[src/rtl/onehot_seq_pkg.sv]
// Shared types and constants for the one-hot sequencer.
package onehot_seq_pkg;

  typedef logic [3:0] onehot_t;

  localparam onehot_t S0     = 4'b1000;
  localparam onehot_t S1     = 4'b0100;
  localparam onehot_t S2     = 4'b0010;
  localparam onehot_t S3     = 4'b0001;
  localparam onehot_t S_NONE = 4'b0000;

  typedef enum logic {IDLE, RUN} ctrl_e;

  // First code of a pass for the given direction (rev=1 walks 0001->1000).
  function automatic onehot_t first_code(input logic rev);
    return rev ? S3 : S0;
  endfunction

  // Last code of a pass for the given direction.
  function automatic onehot_t last_code(input logic rev);
    return rev ? S0 : S3;
  endfunction

endpackage

[src/rtl/onehot_seq_dwell_cnt.sv]
// Loadable down-counter that measures how long each one-hot code is held.
module dwell_cnt #(
  parameter int unsigned CW = 8
) (
  input  logic          ck_i,
  input  logic          r_i,
  input  logic          load_i,
  input  logic          en_i,
  input  logic [CW-1:0] val_i,
  output logic          zero_o
);

  logic [CW-1:0] cnt_q;

  // Load takes priority over counting; the counter parks at zero.
  always_ff @(posedge ck_i) begin
    if (r_i) begin
      cnt_q <= '0;
    end else if (load_i) begin
      cnt_q <= val_i;
    end else if (en_i && (cnt_q != '0)) begin
      cnt_q <= cnt_q - 1'b1;
    end
  end

  assign zero_o = (cnt_q == '0);

endmodule

[src/rtl/onehot_seq.sv]
// Four-state one-hot sequencer with programmable dwell, single or continuous runs.
module onehot_seq
  import onehot_seq_pkg::*;
#(
  parameter int unsigned DWELL = 1,
  parameter int unsigned CW    = 8
) (
  input  logic       ck,
  input  logic       r,
  input  logic       start,
  input  logic       dir,
  input  logic       cont,
  input  logic       abort,
  output logic [3:0] state,
  output logic       busy,
  output logic       step,
  output logic       wrap,
  output logic       done
);

  localparam logic [CW-1:0] RELOAD = CW'(DWELL - 1);

  ctrl_e   ctrl_q, ctrl_d;
  onehot_t state_q, state_d;
  logic    busy_q, busy_d;
  logic    step_q, step_d;
  logic    wrap_q, wrap_d;
  logic    done_q, done_d;
  logic    rev_q, rev_d;
  logic    cnt_load, cnt_en, cnt_zero;

  dwell_cnt #(.CW(CW)) u_dwell (
    .ck_i   (ck),
    .r_i    (r),
    .load_i (cnt_load),
    .en_i   (cnt_en),
    .val_i  (RELOAD),
    .zero_o (cnt_zero)
  );

  // Control/output register bank; reset overrides everything.
  always_ff @(posedge ck) begin
    if (r) begin
      ctrl_q  <= IDLE;
      state_q <= S_NONE;
      busy_q  <= 1'b0;
      step_q  <= 1'b0;
      wrap_q  <= 1'b0;
      done_q  <= 1'b0;
      rev_q   <= 1'b0;
    end else begin
      ctrl_q  <= ctrl_d;
      state_q <= state_d;
      busy_q  <= busy_d;
      step_q  <= step_d;
      wrap_q  <= wrap_d;
      done_q  <= done_d;
      rev_q   <= rev_d;
    end
  end

  // Next-state logic: code advance is a rotate in the latched direction.
  always_comb begin
    ctrl_d   = ctrl_q;
    state_d  = state_q;
    busy_d   = busy_q;
    step_d   = 1'b0;
    wrap_d   = 1'b0;
    done_d   = 1'b0;
    rev_d    = rev_q;
    cnt_load = 1'b0;
    cnt_en   = 1'b0;
    unique case (ctrl_q)
      IDLE: begin
        state_d = S_NONE;
        busy_d  = 1'b0;
        if (start && !abort) begin
          ctrl_d   = RUN;
          rev_d    = dir;
          state_d  = first_code(dir);
          busy_d   = 1'b1;
          step_d   = 1'b1;
          cnt_load = 1'b1;
        end
      end
      RUN: begin
        if (abort) begin
          ctrl_d  = IDLE;
          state_d = S_NONE;
          busy_d  = 1'b0;
        end else if (!cnt_zero) begin
          cnt_en = 1'b1;
        end else if (state_q != last_code(rev_q)) begin
          state_d  = rev_q ? {state_q[2:0], state_q[3]} : {state_q[0], state_q[3:1]};
          step_d   = 1'b1;
          cnt_load = 1'b1;
        end else if (cont) begin
          state_d  = first_code(rev_q);
          step_d   = 1'b1;
          wrap_d   = 1'b1;
          cnt_load = 1'b1;
        end else begin
          ctrl_d  = IDLE;
          state_d = S_NONE;
          busy_d  = 1'b0;
          done_d  = 1'b1;
        end
      end
      default: begin
        ctrl_d  = IDLE;
        state_d = S_NONE;
        busy_d  = 1'b0;
      end
    endcase
  end

  assign state = state_q;
  assign busy  = busy_q;
  assign step  = step_q;
  assign wrap  = wrap_q;
  assign done  = done_q;

endmodule
[config.mk]
export PLATFORM = sky130hd
export DESIGN_NAME = onehot_seq
export DESIGN_NICKNAME = d
export VERILOG_FILES = /design/src/rtl/onehot_seq_pkg.sv /design/src/rtl/onehot_seq_dwell_cnt.sv /design/src/rtl/onehot_seq.sv
export SDC_FILE = /design/constraint.sdc
export NUM_CORES = 1
export LEC_CHECK = 0
export CORE_MARGIN = 5
export CORE_UTILIZATION = 57
export CTS_CLUSTER_SIZE = 20
export DETAILED_ROUTE_END_ITERATION = 12
export PLACE_DENSITY = 0.83
export SLEW_MARGIN = 10
export SYNTH_ARGS = -nofsm -noshare
export SYNTH_HDL_FRONTEND = slang
export SYNTH_HIERARCHICAL = 1
export SYNTH_SLANG_ARGS = --single-unit
[constraint.sdc]
create_clock -name ck -period 4.25 [get_ports ck]
set_input_delay 0.6375 -clock ck [delete_from_list [all_inputs] [get_ports ck]]
set_output_delay 0.6375 -clock ck [all_outputs]
set_load 0.01 [all_outputs]
==> results.sh, run 1 <==
export IMPL_postRouteAntennaNets=0
export IMPL_cts_hold_buf=0
export IMPL_grt_pass1_vias=862
export IMPL_via_per_inst=5.677
export IMPL_async_flop_share_pct=0
export IMPL_dp_hpwl_um=1646
export IMPL_fillers=140
export IMPL_crit_fanout=11
export IMPL_worstPathCellList="or4_4 > nor4_1 > a31oi_1 > nor2_1 > clkinv_1 > nand4b_1 > o211ai_1"
export IMPL_n_antenna_cell=0
export IMPL_grt_ovfl_total=0
export IMPL_post_cts_resized=0
export IMPL_cts_root_buf="clkbuf_4"
export IMPL_hold_path_end="busy$_SDFFE_PP0P_"
export IMPL_fp_dieArea_um2=2759
export IMPL_cts_tree="done"
export IMPL_routedWlPerCell_um=13.26
export IMPL_clock_latency_ns=0.29
export IMPL_combPwrFrac_pct=21.6
export IMPL_slowest_delay_ns=0.70
export IMPL_worst_pin_slew_ns=0.8911
export IMPL_internal_power_uw=266.0
export IMPL_seqPwrFrac_pct=50.6
export IMPL_areaGrowthSynthToFinish_pct=19.90
export IMPL_r2r_end="u_dwell/cnt_q[1]$_SDFFE_PP0P_"
export IMPL_drt_total_wl_um=2174
export IMPL_port_buffers=13
export IMPL_place_ws_ns=1.080
export IMPL_dp_cells=160
export IMPL_hold_viol=0
export IMPL_ys_ff_latch=18
export IMPL_ys_types=45
export IMPL_critPathRequiredTime_ns=4.42
export IMPL_fin_area_um2=1236
export IMPL_fin_crit_sh_pct=75.42
export IMPL_synth_edf_count=0
export IMPL_hold_path_class="reg -> reg"
export IMPL_vias=931
export IMPL_reg2reg_depth=7
export IMPL_cts_setup_buffers=0
export IMPL_synth_warnings=6
export IMPL_grt_max_degree=14
export IMPL_crit_type="reg -> reg"
export IMPL_synth_top_area_share_pct=34.95
export IMPL_finalWorstSetupSlack_ns=1.045
export IMPL_die_y_um=52.53
export IMPL_peakVddDrop_mv=0.2645
export IMPL_fin_nets=148
export IMPL_top_level_ports=14
export IMPL_r2r_slack_ns=1.04
export IMPL_max_freq_mhz=312.0
export IMPL_switching_share_pct=29.13
export IMPL_core_area_um2=1727
export IMPL_path_clk_slew_ns=0.10
export IMPL_syn_inst=118
export IMPL_slowest_stage="nor4_1"
export IMPL_start_util_pct=59.71
export IMPL_finalCriticalPeriod_ns=3.205
export IMPL_dieWidth_um=52.53
export IMPL_antenna_found_initial=0
export IMPL_cap_viol_max_count=0
export IMPL_grt_pass1_wl_um=3801
export IMPL_rows=15
export IMPL_finClkSkew_ns=0.006019
export IMPL_p_switching_uw=109.3
export IMPL_hold_slack_ns=0.5249
export IMPL_setup_viol=0
export IMPL_p_leak_nw=0.4243
export IMPL_synth_top_flop_cell="dfxtp_1"
export IMPL_placed_area_um2=1200
export IMPL_slew_headroom_pct=40.05
export IMPL_syn_area_um2=1031
export IMPL_crit_start="u_dwell/cnt_q[2]$_SDFFE_PP0P_"
export IMPL_slew_violations=0
export IMPL_gp_congestion=0.8071
export IMPL_synth_area_leaders="dfxtp_1 (35%), nor2_1 (5.1%), a21oi_1 (2.9%), mux2i_1 (2.9%), nor3b_1 (2.9%)"
export IMPL_status="finished, final reports clean"
export IMPL_regToRegStartpoint="u_dwell/cnt_q[2]$_SDFFE_PP0P_"
export IMPL_powerDensity_nw_per_um2=303.6
export IMPL_hold_path_startpoint="busy$_SDFFE_PP0P_"
export IMPL_synth_yosys_seq_area_share_pct=34.95
export IMPL_finalNonFillerCells=164
export IMPL_clkSinkCount=18
export IMPL_yosysTopAreaCell="dfxtp_1"
export IMPL_drive_above_1_share_pct=12.23
export IMPL_whs_path_depth=2
export IMPL_track_usage_pct=18.40
export IMPL_cp_start_kind="flop"
export IMPL_cp_arrival_ns=3.38
export IMPL_rsz0062_at_grt="no"
export IMPL_syn_avg_cell_area_um2=8.737
export IMPL_drtIter0Drc=31
export IMPL_clk_path_buf_depth=2
export IMPL_clkPwrFrac_pct=27.8
export IMPL_drc=0
export IMPL_cts_htree_levels=1
export IMPL_dr_pass1_iters=4
export IMPL_tns_ns=0
export IMPL_numCtsBuffers=3
export IMPL_worstSetupEndpointType="flop"
[state kept, by name, indices dropped and copies added (netlist names)]
signal,flops
busy,1
ctrl_q,1
done,1
rev_q,1
state,4
step,1
u_dwell/cnt_q,8
wrap,1
[layout by cell type, fill, tap and decap left out, types with 2 or more instances in the layout]
cell             instances
or4_2                    2
mux2i_1                  3
o21ai_1                  2
nand2_1                  5
a21oi_1                  6
a31oi_1                  2
nand2b_1                 2
or3_2                    2
clkbuf_4                 3
clkdlybuf4s50_1         13
nor3_1                   5
nor4_1                   2
ha_1                     2
a21boi_1                 2
o21ai_0                  5
xnor2_1                  3
a211oi_1                 3
a311oi_1                 2
nor3b_1                  4
inv_1                    6
or4_1                    2
nor2_1                  14
o211ai_1                 2
conb_1                   8
o21a_1                   2
dfxtp_1                 18
[cell usage after synthesis (all sizes together) (2+ instances only)]
cell type,n
nor2,15
inv,6
nand2b,2
or3,2
a211oi,4
nor3b,5
buf,2
or4,5
nor4,2
a21boi,3
a31oi,2
xnor2,3
o21a,2
a21oi,6
dfxtp,18
o211ai,2
mux2i,3
o21ai,8
ha,2
nor3,5
a311oi,2
nand2,6
[layout make-up]
| cell class | instances | area, um^2 | share of cell area (%) |
|---|---|---|---|
| sequential | 18 | 360.3 | 29.15 |
| inverter | 7 | 26.28 | 2.125 |
| multi-input combinational | 97 | 651.9 | 52.73 |
| tap | 25 | 31.28 | 2.530 |
| clock buffer | 4 | 36.28 | 2.935 |
| timing repair buffer | 13 | 130.1 | 10.53 |
[power by group through the flow]
stage                     clock (mW)  combinational (mW)  sequential (mW)
after floorplan                    0              0.0600            0.190
after global placement             0              0.0772            0.193
after detailed placement           0              0.0800            0.193
after CTS                      0.106              0.0807            0.190
after global routing           0.119              0.0906            0.191
final                          0.104              0.0811            0.190
[routing by layer]
metal / vias to the layer above / GRT usage (%) / part of all wire [%]
li1: 473 / - / -
met1: 428 / 24.96 / 46
met2: 28 / 28.51 / 48
met3: 2 / 4.843 / 5.7
met4: 0 / 5.106 / 0.78
met5: - / 0 / 0
[worst max-delay path, delay by kind of cell, from the launching register on]
kind / cells / cell delay, ns
compound gates: 2 / 0.32
simple gates: 4 / 1.99
buf+inv: 1 / 0.40
flops: 1 / 0.37
[worst max-delay path by stage]
stage,to,slack [ns],cells after the start
after detailed placement,u_dwell/cnt_q[1]$_SDFFE_PP0P_,1.08,7
after global placement,u_dwell/cnt_q[1]$_SDFFE_PP0P_,1.21,7
after CTS,u_dwell/cnt_q[1]$_SDFFE_PP0P_,1.05,7
after global routing,u_dwell/cnt_q[1]$_SDFFE_PP0P_,0.69,7
after floorplan,u_dwell/cnt_q[1]$_SDFFE_PP0P_,1.59,8
final,u_dwell/cnt_q[1]$_SDFFE_PP0P_,1.04,7
[through the flow]
step | util (%) | power [mW]
detailed placement | 69.49 | 0.2733
CTS | 71.59 | 0.3765
global placement | 69.49 | 0.2700
global route | 71.59 | 0.4007
finish | 71.59 | 0.3753
floorplan | - | 0.2504
[cell families (layout without fill, tap and decap cells)]
logic type,Yosys count,count (layout),synth area share (%)
buf+inv,10,24,4.368
simple gates,47,47,26.94
xor+xnor,3,3,2.549
other cells,1,8,0.3637
mux,4,4,4.005
compound gates,33,33,24.39
flops,18,18,34.95
fa+ha+maj,2,2,2.427
(Power assumes the default switching activity.)
==> run 2, diff against run 1 <==
- CORE_UTILIZATION: 57 -> 48
- PLACE_DENSITY: 0.83 -> 0.75
- clock period: 4.25 -> 2.8 ns (I/O delays scaled with it)
==> run 2 against run 1 <==
Against the previous run:
- wire length increased by 3.0%
- via count increased by 2.9%
- cell count increased by 3.0%
- clock-buffer cell count decreased by 1
- utilization decreased by 8.9 points
- global-route usage decreased by 3.2 points
- sequential share of layout area decreased by 0.44 points
- clock skew about the same
- first-iteration DRC count decreased by 39%
- largest cell class unchanged
- highest routed layer unchanged
==> results.sh, run 2 (synthesis gave the netlist of run 1 again) <==
export IMPL_peakVddDrop_mv=0.3509
export IMPL_hold_path_startpoint="busy$_SDFFE_PP0P_"
export IMPL_clkPwrFrac_pct=23.5
export IMPL_p_switching_uw=168.1
export IMPL_tns_ns=0
export IMPL_worstSetupEndpointType="flop"
export IMPL_vias=958
export IMPL_cts_root_buf="clkbuf_4"
export IMPL_die_y_um=56.35
export IMPL_grt_pass1_vias=906
export IMPL_rsz0062_at_grt="no"
export IMPL_n_antenna_cell=0
export IMPL_rows=16
export IMPL_setup_viol=0
export IMPL_fillers=182
export IMPL_fin_nets=152
export IMPL_worst_pin_slew_ns=0.4987
export IMPL_fin_area_um2=1255
export IMPL_clk_path_buf_depth=2
export IMPL_cts_htree_levels=1
export IMPL_combPwrFrac_pct=24.0
export IMPL_dp_hpwl_um=1701
export IMPL_hold_viol=0
export IMPL_antenna_found_initial=0
export IMPL_cpMostUsedCell="inv_1"
export IMPL_final_seq_area_um2=360.3
export IMPL_postRouteAntennaNets=0
export IMPL_drtIter0Drc=19
export IMPL_r2r_end="u_dwell/cnt_q[7]$_SDFFE_PP0P_"
export IMPL_clkSinkCount=18
export IMPL_grt_max_degree=14
export IMPL_dr_pass1_iters=4
export IMPL_internal_power_uw=381.3
export IMPL_finClkSkew_ns=0.006459
export IMPL_numCtsBuffers=3
export IMPL_crit_type="reg -> reg"
export IMPL_cts_hold_buf=0
export IMPL_gp_congestion=0.7951
export IMPL_regToRegStartpoint="u_dwell/cnt_q[0]$_SDFFE_PP0P_"
export IMPL_slew_violations=0
export IMPL_r2r_slack_ns=0.21
export IMPL_via_per_inst=5.669
export IMPL_hold_path_class="reg -> reg"
export IMPL_grt_ovfl_total=0
export IMPL_status="finished, final reports clean"
export IMPL_multiInputGateArea_um2=651.9
export IMPL_hold_path_end="busy$_SDFFE_PP0P_"
export IMPL_drt_total_wl_um=2239
export IMPL_drc=0
export IMPL_core_area_um2=2002
export IMPL_routedWlPerCell_um=13.25
export IMPL_mostFrequentLayoutCell="dfxtp_1"
export IMPL_top_level_ports=14
export IMPL_areaGrowthSynthToFinish_pct=21.72
export IMPL_powerDensity_nw_per_um2=437.8
export IMPL_max_freq_mhz=385.7
export IMPL_start_util_pct=51.50
export IMPL_critPathRequiredTime_ns=2.98
export IMPL_seqPwrFrac_pct=52.5
export IMPL_slowest_delay_ns=0.51
export IMPL_crit_family="simple AND/OR/NAND/NOR gates"
export IMPL_port_buffers=13
export IMPL_regMostFlops="u_dwell/cnt_q"
export IMPL_largest_reg_flops=8
export IMPL_dieWidth_um=56.35
export IMPL_cp_start_kind="flop"
export IMPL_fin_crit_sh_pct=92.59
export IMPL_p_leak_nw=0.4373
export IMPL_crit_buf_inv=2
export IMPL_reg2reg_depth=10
export IMPL_fp_dieArea_um2=3175
export IMPL_cap_viol_max_count=0
export IMPL_crit_fanout=5
export IMPL_switching_share_pct=30.60
export IMPL_clock_latency_ns=0.29
export IMPL_drive_above_1_share_pct=14.08
export IMPL_cts_setup_buffers=0
export IMPL_slowest_stage="or3b_2"
export IMPL_worstPathCellList="inv_1 > ha_1 > inv_1 > nor4_1 > nand2b_1 > nor2_1 > or3b_2 > nor3_1 > mux2i_1 > a211oi_1"
export IMPL_path_clk_slew_ns=0.10
export IMPL_finalCriticalPeriod_ns=2.593
export IMPL_final_cell_mix="dfxtp_1 (18), nor2_1 (14), clkdlybuf4s50_1 (13), conb_1 (8)"
export IMPL_grt_pass1_wl_um=3884
export IMPL_whs_path_depth=2
export IMPL_cp_arrival_ns=2.77
export IMPL_placed_area_um2=1232
export IMPL_track_usage_pct=15.19
export IMPL_cts_tree="done"
export IMPL_post_cts_resized=0
export IMPL_slew_headroom_pct=66.64
-- run 2: cell count changes in the layout (fill, tap and decap cells not counted), sizes merged --
cell,change
buf,+4
clkbuf,-1
-- run 2: final cells by class --
class	instances	share of cell area [%]
multi-input cells	97	51.94
flip-flops and latches	18	28.71
repair buffers	17	12.76
well taps	27	2.692
inverters	7	2.094
clock buffers	3	1.795
-- run 2: routing by layer --
| layer | track usage, % | routed length [um] | vias up |
|---|---|---|---|
| met5 | 0 | 0 | - |
| met2 | 24.37 | 1046 | 22 |
| li1 | - | - | 475 |
| met3 | 3.670 | 90 | 4 |
| met4 | 4.407 | 17 | 0 |
| met1 | 20.11 | 1085 | 457 |
-- run 2: worst max path at each step --
stage,from,end,slack (ns),cells after the start
after floorplan,u_dwell/cnt_q[2]$_SDFFE_PP0P_,u_dwell/cnt_q[1]$_SDFFE_PP0P_,0.14,8
after global placement,u_dwell/cnt_q[0]$_SDFFE_PP0P_,u_dwell/cnt_q[7]$_SDFFE_PP0P_,0.27,10
after detailed placement,u_dwell/cnt_q[0]$_SDFFE_PP0P_,u_dwell/cnt_q[7]$_SDFFE_PP0P_,0.27,10
after CTS,u_dwell/cnt_q[0]$_SDFFE_PP0P_,u_dwell/cnt_q[7]$_SDFFE_PP0P_,0.22,10
after global routing,u_dwell/cnt_q[1]$_SDFFE_PP0P_,u_dwell/cnt_q[7]$_SDFFE_PP0P_,0.06,10
final,u_dwell/cnt_q[0]$_SDFFE_PP0P_,u_dwell/cnt_q[7]$_SDFFE_PP0P_,0.21,10
-- run 2: worst reg2reg max path, stage by stage (launching register included) --
cell,delay (ns)
dfxtp_1,0.36
inv_1,0.09
ha_1,0.23
inv_1,0.14
nor4_1,0.08
nand2b_1,0.21
nor2_1,0.35
or3b_2,0.51
nor3_1,0.20
mux2i_1,0.22
a211oi_1,0.09
-- run 2: per-stage QoR --
stage / power [mW] / std cells / hold WS (ns) / util (%) / setup slack (ns)
floorplan: 0.3801 / 125 / 0.4797 / - / 0.1415
global route: 0.5848 / 169 / 0.5538 / 62.69 / 0.05832
finish: 0.5494 / 169 / 0.5152 / 62.69 / 0.2074
detailed placement: 0.4245 / 166 / 0.5018 / 61.56 / 0.2667
CTS: 0.5540 / 169 / 0.5214 / 62.69 / 0.2197
global placement: 0.4184 / 166 / 0.4947 / 61.56 / 0.2684
-- run 2: power groups by stage --
stage                     Sequential, mW  Combinational (mW)  Clock [mW]
final                              0.288               0.132       0.129
after global routing               0.291               0.146       0.148
after CTS                          0.288               0.132       0.135
after detailed placement           0.294               0.131           0
after global placement             0.293               0.126           0
after floorplan                    0.289              0.0911           0
==> run 3, diff against run 2 <==
- TNS_END_PERCENT: unset -> 100
==> results of run 3 <==
Final layout, timing and power as in run 2 (identical DEF).
